[src/rtl/range_frame_sender.sv]
// Buffers up to DEPTH samples, then streams them as one go..finish framed burst
// and reports the unsigned range (max-min) of the samples in that frame.
module range_frame_sender #(
    parameter int WIDTH = 16,
    parameter int DEPTH = 8
) (
    input  logic                     clock,
    input  logic                     reset,
    input  logic                     wr_en,
    input  logic [WIDTH-1:0]         wr_data,
    input  logic                     start,
    output logic [WIDTH-1:0]         data_out,
    output logic                     go,
    output logic                     finish,
    output logic                     busy,
    output logic [$clog2(DEPTH):0]   count,
    output logic [WIDTH-1:0]         frame_range,
    output logic                     empty_err,
    output logic                     wr_drop
);

    localparam int AW = $clog2(DEPTH);
    localparam int CW = AW + 1;
    localparam logic [CW-1:0] DEPTH_C = CW'(DEPTH);
    localparam logic [CW-1:0] ONE_C   = {{(CW-1){1'b0}}, 1'b1};
    localparam logic [CW-1:0] ZERO_C  = {CW{1'b0}};

    typedef enum logic [1:0] {
        IDLE   = 2'd0,
        GO     = 2'd1,
        STREAM = 2'd2,
        FIN    = 2'd3
    } state_t;

    state_t             state_r;
    state_t             state_next_s;
    logic [WIDTH-1:0]   mem_r [DEPTH];
    logic [CW-1:0]      count_r;
    logic [AW-1:0]      rd_ptr_r;
    logic [WIDTH-1:0]   run_max_r;
    logic [WIDTH-1:0]   run_min_r;
    logic [WIDTH-1:0]   frame_range_r;
    logic               empty_err_r;
    logic               wr_drop_r;
    logic               accept_wr_s;
    logic               accept_start_s;
    logic               drop_wr_s;
    logic               empty_start_s;

    function automatic logic [WIDTH-1:0] umax(input logic [WIDTH-1:0] a, input logic [WIDTH-1:0] b);
        return (a > b) ? a : b;
    endfunction

    function automatic logic [WIDTH-1:0] umin(input logic [WIDTH-1:0] a, input logic [WIDTH-1:0] b);
        return (a < b) ? a : b;
    endfunction

    // Next-state and transaction decode; start has priority over a same-cycle write
    always_comb begin
        state_next_s   = state_r;
        accept_wr_s    = 1'b0;
        accept_start_s = 1'b0;
        drop_wr_s      = 1'b0;
        empty_start_s  = 1'b0;
        case (state_r)
            IDLE: begin
                if (start) begin
                    drop_wr_s = wr_en;
                    if (count_r != ZERO_C) begin
                        accept_start_s = 1'b1;
                        state_next_s   = GO;
                    end else begin
                        empty_start_s = 1'b1;
                    end
                end else if (wr_en) begin
                    if (count_r < DEPTH_C) begin
                        accept_wr_s = 1'b1;
                    end else begin
                        drop_wr_s = 1'b1;
                    end
                end else begin
                    state_next_s = IDLE;
                end
            end
            GO: begin
                drop_wr_s    = wr_en;
                state_next_s = (count_r > ONE_C) ? STREAM : FIN;
            end
            STREAM: begin
                drop_wr_s = wr_en;
                if ({1'b0, rd_ptr_r} == (count_r - ONE_C)) begin
                    state_next_s = FIN;
                end else begin
                    state_next_s = STREAM;
                end
            end
            FIN: begin
                drop_wr_s    = wr_en;
                state_next_s = IDLE;
            end
            default: begin
                state_next_s = IDLE;
            end
        endcase
    end

    // State register
    always_ff @(posedge clock or posedge reset) begin
        if (reset) begin
            state_r <= IDLE;
        end else begin
            state_r <= state_next_s;
        end
    end

    // Fill level, read pointer, running extremes and status flags
    always_ff @(posedge clock or posedge reset) begin
        if (reset) begin
            count_r       <= ZERO_C;
            rd_ptr_r      <= {AW{1'b0}};
            run_max_r     <= {WIDTH{1'b0}};
            run_min_r     <= {WIDTH{1'b1}};
            frame_range_r <= {WIDTH{1'b0}};
            empty_err_r   <= 1'b0;
            wr_drop_r     <= 1'b0;
        end else begin
            empty_err_r <= empty_start_s;
            wr_drop_r   <= wr_drop_r | drop_wr_s;
            if (accept_wr_s) begin
                count_r   <= count_r + ONE_C;
                run_max_r <= umax(run_max_r, wr_data);
                run_min_r <= umin(run_min_r, wr_data);
            end else if (state_r == FIN) begin
                count_r   <= ZERO_C;
                run_max_r <= {WIDTH{1'b0}};
                run_min_r <= {WIDTH{1'b1}};
            end else begin
                count_r <= count_r;
            end
            if (accept_start_s) begin
                rd_ptr_r      <= {AW{1'b0}};
                frame_range_r <= run_max_r - run_min_r;
            end else if ((state_r == GO) || (state_r == STREAM)) begin
                rd_ptr_r <= rd_ptr_r + {{(AW-1){1'b0}}, 1'b1};
            end else begin
                rd_ptr_r <= rd_ptr_r;
            end
        end
    end

    // Sample storage; contents are irrelevant until written, so no reset
    always_ff @(posedge clock) begin
        if (accept_wr_s) begin
            mem_r[count_r[AW-1:0]] <= wr_data;
        end
    end

    // Outputs decoded purely from registered state and datapath
    always_comb begin
        data_out = {WIDTH{1'b0}};
        case (state_r)
            GO, STREAM: data_out = mem_r[rd_ptr_r];
            default:    data_out = {WIDTH{1'b0}};
        endcase
        go          = (state_r == GO);
        finish      = (state_r == FIN);
        busy        = (state_r != IDLE);
        count       = count_r;
        frame_range = frame_range_r;
        empty_err   = empty_err_r;
        wr_drop     = wr_drop_r;
    end

endmodule

[config.mk]
export PLATFORM = sky130hd
export DESIGN_NAME = range_frame_sender
export DESIGN_NICKNAME = d
export VERILOG_FILES = /design/src/rtl/range_frame_sender.sv
export SDC_FILE = /design/constraint.sdc
export NUM_CORES = 1
export LEC_CHECK = 0
export BUFFER_PORTS_ARGS = -buffer_cell sky130_fd_sc_hd__buf_2
export CORE_UTILIZATION = 50
export DETAILED_ROUTE_END_ITERATION = 16
export PLACE_DENSITY = 0.68
export SETUP_SLACK_MARGIN = 0.05
export SLEW_MARGIN = 10
export SYNTH_ARGS = -nofsm -noshare
export SYNTH_HDL_FRONTEND = slang
export SYNTH_SLANG_ARGS = --single-unit
[constraint.sdc]
create_clock -name clock -period 3.5 [get_ports clock]
set_clock_uncertainty 0.1 [all_clocks]
set_input_delay 0.525 -clock clock [delete_from_list [all_inputs] [get_ports clock]]
set_output_delay 0.525 -clock clock [all_outputs]
set_load 0.01 [all_outputs]
==> qor.yml, run 1 <==
global_routing:
  grt_pass1_wl_um: 33800
  gr-usage-all-layers_pct: 22.6
  gr-total-overflow: 0
  grt_pass1_vias: 6388
  grt_max_degree: 47
  grt_antenna_before_repair: 0
sta:
  fmax_mhz: 329
  worst_slew_pin_slew_ns: 1.02
  hold_viol_final: 0
  finalMaxSlewViolations: 0
  tns_ns: 0
  fin_crit_sh_pct: 86.7
  rsz0062_at_grt: "no"
  min_period_ns: 3.04
  max_slew_margin_pct: 32.0
  setup_violations: 0
floorplanning:
  fp.dieH_um: 140
  fp-row-count: 49
  num_io_pins: 61
  coreArea_um2: 18300
  die_w_um: 140
  start_util_pct: 51.9
  dieArea_um2: 19500
detailed_routing:
  routed_via_density: 6.06
  wl_um: 20900
  ant_nets: 0
  routedWlPerCell_um: 20.5
  drc: 0
  drtIter0Drc: 312
  vias: 6200
  firstDrtPassIters: 5
setup_path:
  cp.depth: 5
  cp_top_family: "multiplexers"
  r2r_cells: 7
  slowest_delay_ns: 0.70
  r2r_slack_ns: 0.83
  arrival_ns: 2.41
  critPathLaunch: "rd_ptr_r[0]"
  cp_num_buf_inv: 2
  cp.required_ns: 2.87
  cp-end-kind: "output port"
  path_class: "reg2out"
  path_cells: "buf_4 -> mux4_2 -> mux2i_1 -> nor2b_1 -> buf_2"
  reg2reg_from: "run_min_r[2]"
  crit_path_start_kind: "flop"
  cp_max_fo: 17
  r2r-end: "frame_range[14]"
  slowest_stage: "dfrtp_2"
  endpoint: "data_out[5]"
logic_synthesis:
  async_flop_share_pct: 31.6
  synth_ff_type: "edfxtp_1"
  syn_nets: 795
  ys_ff_latch: 187
  yosysSeqAreaShare_pct: 56.3
  syn_area_um2: 9480
  synth-edff-count: 128
  syn_inst: 718
  ys_warn_count: 0
  syn_area_per_cell_um2: 13.2
  ys_types: 61
power:
  p_sw_share_pct: 22.2
  pwr-share-clk_pct: 41.8
  power.leakage_nw: 4.01
  p_switching_uw: 948
  seqPwrFrac_pct: 55.4
  p_int_mw: 3.32
  power_frac_comb_pct: 2.8
  peakVddDrop_uv: 366
  power_density_nw_per_um2: 401
clocking:
  clkLatencyLatePin_ns: 0.43
  clk_pin_slew_worst_paths_ns: 0.07
  clock_path_buffers: 2
  clock-sinks: 187
  cts_made_buffers: 17
  postCtsHoldBufs: 0
  cts_resized: 0
  post_cts_buffers: 0
  cts_tree: "built"
  cts_root_buffer: "clkbuf_16"
  htree_levels: 4
layout:
  final_nets: 859
  fin_cells: 1023
  multi_input_area_um2: 3780
  final_layout_size_suffix_gt1_share_pct: 23.7
  area_growth_pct: 12.3
  seq_area_um2: 5340
  diodes: 0
  nFillCells: 1482
placement:
  place_inst: 992
  finalWeightedCongestion: 0.844
  io_buffer_count: 60
  place_hpwl_um: 14300
hold_path:
  hold_class: "in2async"
job:
  maxCapViolations: 0
run_status:
  status: "completed"
-- routing by layer --
| layer | track usage, % | vias up | part of all wire (%) |
|---|---|---|---|
| met2 | 38.0 | 182 | 50 |
| met4 | 10.2 | 0 | 3.0 |
| met5 | 0 | - | 0 |
| met1 | 28.9 | 3076 | 43 |
| li1 | - | 2890 | - |
| met3 | 3.85 | 52 | 4.3 |
-- flip-flops by register name, indices dropped and copies added, names as in the netlist, 2 cells and up --
name,cells
run_max_r,16
rd_ptr_r,3
count,4
mem_r,128
frame_range,16
run_min_r,16
state_r,2
-- worst register-to-register path: cells and delay by family, from the launching register on --
kind,cells,cell delay (ns)
buffers and inverters,1,0.06
adder cells (fa/ha/maj),1,0.33
AND/OR/NAND/NOR,2,0.56
AO/OA/AOI/OAI,3,0.96
flip-flops,1,0.57
-- worst min-delay path by stage --
| stage | start | endpoint | cells past startpoint |
|---|---|---|---|
| after floorplan | wr_drop | wr_drop | 1 |
| after global placement | wr_drop | wr_drop | 1 |
| after detailed placement | wr_drop | wr_drop | 1 |
| after CTS | wr_en | wr_drop | 2 |
| after global routing | wr_en | wr_drop | 2 |
| final | reset | frame_range[14] | 2 |
-- cell families (layout without fill, tap and decap cells) --
logic type / after synthesis / after routing / share of synthesized area (%)
mux: 51 / 51 / 9.61
flops: 187 / 187 / 56.3
compound gates: 141 / 141 / 11.7
xor+xnor: 9 / 9 / 0.832
fa+ha+maj: 57 / 57 / 7.60
buf+inv: 94 / 170 / 4.07
simple gates: 179 / 179 / 9.85
-- cell usage after synthesis, types with 6 or more instances --
cell        n  area (µm²)
edfxtp_1  128        3840
nand2_1    60         225
ha_1       56         701
inv_1      55         206
dfrtp_1    43        1080
mux4_2     32         721
clkbuf_1   29         109
nor3_1     24         120
o32ai_1    22         193
a211oi_1   20         150
a21oi_1    20         100
mux2i_1    19         190
nor2_1     19        71.3
nor2b_1    19         119
dfstp_2    16         420
nor4_1     16         100
o21ai_0    16        80.1
o21a_1     12        90.1
o32ai_2    10         163
nand3_1     9        45.0
a21o_1      7        52.6
nand4_1     7        43.8
and3_1      6        37.5
o31ai_1     6        45.0
-- power groups by stage --
stage	combinational (mW)	sequential (mW)	clock (mW)
floorplan	0.0554	2.41	0
global placement	0.110	2.41	0
detailed placement	0.117	2.41	0
CTS	0.118	2.37	1.83
global route	0.132	2.36	1.92
finish	0.118	2.37	1.78
-- metrics by stage --
stage | power [mW] | hold WS, ns | utilization [%] | instance area [µm²] | setup slack, ns
after global placement | 2.52 | 0.332 | 55.3 | 10100 | 0.700
after global routing | 4.41 | 0.263 | 58.3 | 10600 | 0.261
after CTS | 4.32 | 0.245 | 58.3 | 10600 | 0.379
after detailed placement | 2.53 | 0.339 | 55.3 | 10100 | 0.587
final | 4.27 | 0.235 | 58.3 | 10600 | 0.464
after floorplan | 2.47 | 0.393 | - | 9480 | 0.386
-- layout by cell type (no fill, tap or decap), drive strengths merged, types with 3 or more instances in the layout --
master,synthesis,final
a31oi,3,3
clkinv,0,4
o21ai,17,17
and3,6,6
nor4,16,16
inv,55,63
edfxtp,128,128
o21a,12,12
nand2,60,60
dfstp,16,16
or3,3,3
a21oi,20,20
xor2,5,5
a21o,7,7
ha,56,56
o31ai,7,7
mux4,32,32
nand4,9,9
nor2,19,19
o32ai,32,32
a211o,5,5
xnor2,4,4
clkbuf,29,17
nor3,24,24
nand3,9,9
dfrtp,43,43
and4,4,4
buf,10,84
o211ai,5,5
nor2b,19,19
mux2i,19,19
a211oi,20,20
nor3b,3,3
-- cell type report --
type	count	area share [%]
clock inverters	14	1.06
inverters	55	1.94
flip-flops and latches	187	50.2
multi-input cells	437	35.5
clock buffers	17	3.99
well taps	229	2.69
repair buffers	84	4.63
No activity file was read; power rests on OpenSTA's default activity.
==> run 2: changes to the inputs <==
- BUFFER_PORTS_ARGS: -buffer_cell sky130_fd_sc_hd__buf_2 -> -buffer_cell sky130_fd_sc_hd__clkbuf_2
- PLACE_DENSITY: 0.68 -> 0.67
==> run 2 against run 1 <==
Critical path depth unchanged. Fmax up 9.8%. Total power up 4.3%. Flip-flop and latch count unchanged. Global-route usage up 0.62 points. Die area unchanged. Clock-buffer cell count up 2. Combinational power about the same. Routed wire length up 3.3%. Utilization up 0.33 points. Via count up 2.3%. Critical path type unchanged. Largest power group unchanged. Highest routed layer unchanged.
==> qor.yml, run 2 (synthesis gave the netlist of run 1 again) <==
run_status:
  status: "completed"
layout:
  multi_input_area_um2: 3780  # unchanged
  final_layout_size_suffix_gt1_share_pct: 23.4  # -0.28 points
  final_nets: 859  # unchanged
  fin_cells: 1024  # +0.098%
  layout_common_cells: "edfxtp_1 (128), nand2_1 (60), clkbuf_2 (60), ha_1 (56), inv_1 (54)"
  diodes: 0  # unchanged
  nFillCells: 1467  # -1.0%
  layout_commonest_cell: "edfxtp_1"
  area_growth_pct: 13.0
  design_area_um2: 10700  # +0.56%
  seq_area_um2: 5340  # unchanged
  largest_register_ffs: 128  # unchanged
clocking:
  cts_root_buffer: "clkbuf_16"
  post_cts_buffers: 0  # unchanged
  clock_path_buffers: 2  # unchanged
  clkLatencyLatePin_ns: 0.43  # about the same
  cts_resized: 0  # unchanged
  clock-sinks: 187  # unchanged
  cts_made_buffers: 17  # unchanged
  postCtsHoldBufs: 0  # unchanged
  htree_levels: 4  # unchanged
  cts_tree: "built"
  clk_pin_slew_worst_paths_ns: 0.07  # about the same
floorplanning:
  fp.dieH_um: 140  # unchanged
  fp-row-count: 49  # unchanged
  die_w_um: 140  # unchanged
  start_util_pct: 51.9  # unchanged
  num_io_pins: 61  # unchanged
  dieArea_um2: 19500  # unchanged
  coreArea_um2: 18300  # unchanged
global_routing:
  grt_pass1_wl_um: 34500  # +2.0%
  grt_antenna_before_repair: 0  # unchanged
  gr-usage-all-layers_pct: 23.3  # +0.62 points
  gr-total-overflow: 0  # unchanged
  grt_pass1_vias: 6436  # +0.75%
  grt_max_degree: 49  # +4.3%
setup_path:
  path_class: "reg2out"
  arrival_ns: 2.14  # -0.27 ns
  cp.required_ns: 2.87  # about the same
  cp_max_fo: 35  # +18
  cp-end-kind: "output port"
  crit_path_start_kind: "flop"
detailed_routing:
  vias: 6340  # +2.3%
  routedWlPerCell_um: 21.1  # +3.2%
  routed_via_density: 6.19  # +2.2%
  firstDrtPassIters: 7  # +2
  wl_um: 21600  # +3.3%
  ant_nets: 0  # unchanged
  drtIter0Drc: 521  # +67%
  drc: 0  # unchanged
placement:
  place_hpwl_um: 14600  # +1.6%
  finalWeightedCongestion: 0.884  # +4.7%
  postPlaceCellArea_um2: 10100  # unchanged
  io_buffer_count: 60  # unchanged
  place_inst: 992  # unchanged
sta:
  setup_violations: 0  # unchanged
  tns_ns: 0  # unchanged
  rsz0062_at_grt: "no"
  holdWs_ns: 0.218  # -0.0172 ns
  fmax_mhz: 362  # +9.8%
  min_period_ns: 2.77  # -0.270 ns
  finalMaxSlewViolations: 0  # unchanged
  hold_viol_final: 0  # unchanged
  worst_slew_pin_slew_ns: 1.07  # +0.0498 ns
  fin_crit_sh_pct: 79.0  # -7.7 points
  max_slew_margin_pct: 28.7  # -3.2 points
power:
  power_density_nw_per_um2: 416  # +3.7%
  peakVddDrop_uv: 345  # -5.8%
  power.leakage_nw: 4.02  # +0.27%
hold_path:
  hold_class: "in2async"
job:
  maxCapViolations: 0  # unchanged
run 2: cell count changes in the layout (fill, tap and decap cells not counted), sizes merged:
| cell | change |
|---|---|
| buf | -60 |
| bufinv | +3 |
| clkbuf | +62 |
| clkinv | -2 |
| clkinvlp | +2 |
| inv | -4 |
run 2: worst max-delay path, cell delays in order (launching register included):
cell      delay [ns]
dfrtp_2         0.38
buf_12          0.28
mux4_2          0.53
mux2i_1         0.28
nor2b_1         0.09
clkbuf_2        0.14
run 2: routing by layer:
| metal | up-vias | global-route usage (%) | share of wire, % |
|---|---|---|---|
| met5 | - | 0 | 0 |
| met4 | 0 | 9.49 | 2.5 |
| met3 | 47 | 4.09 | 5.3 |
| met2 | 229 | 37.3 | 48 |
| met1 | 3172 | 31.5 | 45 |
| li1 | 2892 | - | - |
run 2: where the power goes:
group          internal (mW)  leakage (nW)         switching [mW]
combinational         0.0314          1.94                 0.0849
sequential              2.37          1.81  0.0000000000000000155
clock                   1.13         0.279                  0.839
total                   3.53          4.02                  0.924
run 2: final cells by class:
class                   count  area share (%)
flip-flops and latches    187            49.9
clock buffers              19            4.04
well taps                 229            2.68
repair buffers             84            4.60
multi-input cells         437            35.3
clock inverters            13            1.54
inverters                  55            1.93
run 2: worst paths after layout:
path | from | end | cells after the start | slack (ns)
hold reg to reg | wr_drop | wr_drop | 1 | 0.37
min in group clock | wr_en | wr_drop | 2 | 0.28
setup reg to reg | run_min_r[6] | frame_range[11] | 7 | 0.84
hold / removal | reset | frame_range[14] | 2 | 0.22
max in group asynchronous | reset | frame_range[11] | 3 | 2.29
setup / recovery | rd_ptr_r[0] | data_out[13] | 5 | 0.73
run 2: through the flow:
| stage | power [mW] | utilization, % | setup WS [ns] |
|---|---|---|---|
| detailed placement | 2.53 | 55.3 | 0.580 |
| CTS | 4.48 | 58.6 | 0.698 |
| floorplan | 2.47 | - | 0.386 |
| global placement | 2.52 | 55.3 | 0.699 |
| global route | 4.58 | 58.6 | 0.635 |
| finish | 4.45 | 58.6 | 0.734 |
==> run 3: changes to the inputs <==
- clock period: 3.5 -> 2.8 ns (I/O delays scaled with it)
==> run 3 against run 2 <==
Sequential share of layout area down 1.2 points. Cell area up 2.4%. Critical endpoint is now data_out[14]. Routed wire length grew 3.6%. Total power grew 26%. First-iteration DRC count down 4.6%. Largest cell class unchanged. Non-clock buffer count increased by 23. Critical path depth stayed put. Clock power up 25%.
==> qor.yml, run 3 (synthesis gave the netlist of run 1 again) <==
sta:
  worst_slew_pin_slew_ns: 0.656  # -0.413 ns
  finalMaxSlewViolations: 0  # unchanged
  max_slew_margin_pct: 56.2  # +27 points
  tns_ns: 0  # unchanged
  fmax_mhz: 382
  worst_slack_ns: 0.180  # -0.554 ns
  hold_viol_final: 0  # unchanged
  fin_crit_sh_pct: 93.6
  rsz0062_at_grt: "no"
  setup_violations: 0  # unchanged
  min_period_ns: 2.62
clocking:
  htree_levels: 4  # unchanged
  cts_tree: "built"
  clk_pin_slew_worst_paths_ns: 0.07  # about the same
  clock_path_buffers: 2  # unchanged
  cts_made_buffers: 17  # unchanged
  clock-sinks: 187  # unchanged
  cts_root_buffer: "clkbuf_16"
  clkLatencyLatePin_ns: 0.43  # about the same
power:
  power_density_nw_per_um2: 511  # +23%
  peakVddDrop_uv: 534  # +55%
  total_power_mw: 5.60  # +26%
  power.leakage_nw: 4.17  # +3.6%
global_routing:
  gr-total-overflow: 0  # unchanged
  grt_antenna_before_repair: 0  # unchanged
  grt_max_degree: 33  # -33%
  gr-usage-all-layers_pct: 24.3  # +1.1 points
  grt_pass1_vias: 6588  # +2.4%
  grt_pass1_wl_um: 35900  # +4.1%
floorplanning:
  num_io_pins: 61  # unchanged
  dieArea_um2: 19500  # unchanged
  fp-row-count: 49  # unchanged
  start_util_pct: 51.9  # unchanged
  fp.dieH_um: 140  # unchanged
  die_w_um: 140  # unchanged
  coreArea_um2: 18300  # unchanged
setup_path:
  cp-end-kind: "output port"
  path_cells: "buf_12 -> mux4_2 -> mux2i_1 -> nor2b_1 -> clkbuf_2"
  crit_path_start_kind: "flop"
  path_class: "reg2out"
  cp.required_ns: 2.28  # -0.59 ns
  r2r-end: "run_max_r[12]"
  r2r_slack_ns: 0.22  # -0.62 ns
  r2r_cells: 6  # -1
  cp_max_fo: 16  # -54%
  slowest_delay_ns: 0.51  # -0.02 ns
  cp_num_buf_inv: 2  # unchanged
  slowest_stage: "mux4_2"
  cp_top_family: "multiplexers"
  arrival_ns: 2.10  # -0.04 ns
  reg2reg_from: "run_max_r[15]"
layout:
  multi_input_area_um2: 3790  # +0.23%
  largest_register_ffs: 128  # unchanged
  final_nets: 882  # +2.7%
  final_layout_size_suffix_gt1_share_pct: 26.3  # +2.9 points
  layout_common_cells: "edfxtp_1 (128), nand2_1 (60), clkbuf_2 (60), ha_1 (55), inv_1 (54)"
  area_growth_pct: 15.7
  nFillCells: 1450  # -1.2%
  diodes: 0  # unchanged
  seq_area_um2: 5340  # unchanged
  layout_commonest_cell: "edfxtp_1"
placement:
  preCtsSetupSlack_ns: 0.125  # -0.455 ns
  finalWeightedCongestion: 0.903  # +2.1%
  io_buffer_count: 60  # unchanged
  place_hpwl_um: 15100  # +3.7%
run_status:
  status: "completed"
detailed_routing:
  wl_um: 22400  # +3.6%
  ant_nets: 0  # unchanged
  routed_via_density: 6.13  # -0.99%
  routedWlPerCell_um: 21.4  # +1.3%
  firstDrtPassIters: 5  # -2
  drc: 0  # unchanged
  drtIter0Drc: 497  # -4.6%
  vias: 6418  # +1.2%
hold_path:
  hold_class: "in2reg"
  hp-start: "wr_en"
  holdPathEnd: "wr_drop"
  hold_path_depth: 2
job:
  maxCapViolations: 0  # unchanged
-- run 3: power by group --
group                 switching (mW)  internal, mW  leakage (nW)  total [mW]
Clock                           1.17          1.29         0.298        2.47
Combinational                  0.118        0.0591          2.06       0.177
Sequential     0.0000000000000000152          2.96          1.81        2.96
-- run 3: layout make-up --
type	instances	area share [%]
Inverter	55	1.88
Clock inverter	15	1.72
Multi-Input combinational cell	437	34.6
Clock buffer	17	3.88
Timing Repair Buffer	107	6.60
Tap cell	229	2.61
Sequential cell	187	48.7
-- run 3: worst max-delay path by stage --
stage | start | to | slack, ns | depth (start not counted)
6_report | rd_ptr_r[0] | data_out[14] | 0.18 | 5
2_1_floorplan | state_r[0] | mem_r[2][0] | -0.25 | 6
3_3_place_gp | wr_data[15] | run_max_r[10] | 0.25 | 8
3_5_place_dp | wr_data[15] | run_max_r[12] | 0.12 | 8
4_1_cts | rd_ptr_r[0] | data_out[14] | 0.11 | 5
5_1_grt | rd_ptr_r[0] | data_out[14] | 0.06 | 5
-- run 3: worst reg2reg max path, delay by kind of cell (launching register included) --
kind / cells / cell delay (ns)
AOI/OAI and AO/OA: 2 / 0.51
adders and majority gates: 1 / 0.36
DFF: 1 / 0.45
and+or+nand+nor: 3 / 1.07
-- run 3: repair_timing --
action                     4_1_cts  5_1_grt
setup endpoints to repair        0       14
hold buffers                     1        0
setup buffers                    0        0
hold endpoints to repair        26        0
resized for setup                0        3
-- run 3: metrics by stage --
step | hold slack (ns) | util [%] | area [µm²] | cells
finish | 0.172 | 60.0 | 11000 | 1047
global route | 0.181 | 60.0 | 11000 | 1047
CTS | 0.155 | 59.8 | 10900 | 1046
detailed placement | 0.345 | 56.4 | 10300 | 1013
global placement | 0.339 | 56.4 | 10300 | 1013
floorplan | 0.393 | - | 9490 | 718
-- run 3: per-layer routing --
| metal | up-vias | GRT usage [%] | wire length (µm) |
|---|---|---|---|
| met3 | 38 | 3.37 | 935 |
| met4 | 0 | 9.77 | 473 |
| met1 | 3247 | 32.6 | 10000 |
| met2 | 184 | 40.1 | 11000 |
| met5 | - | 0 | 0 |
| li1 | 2949 | - | - |
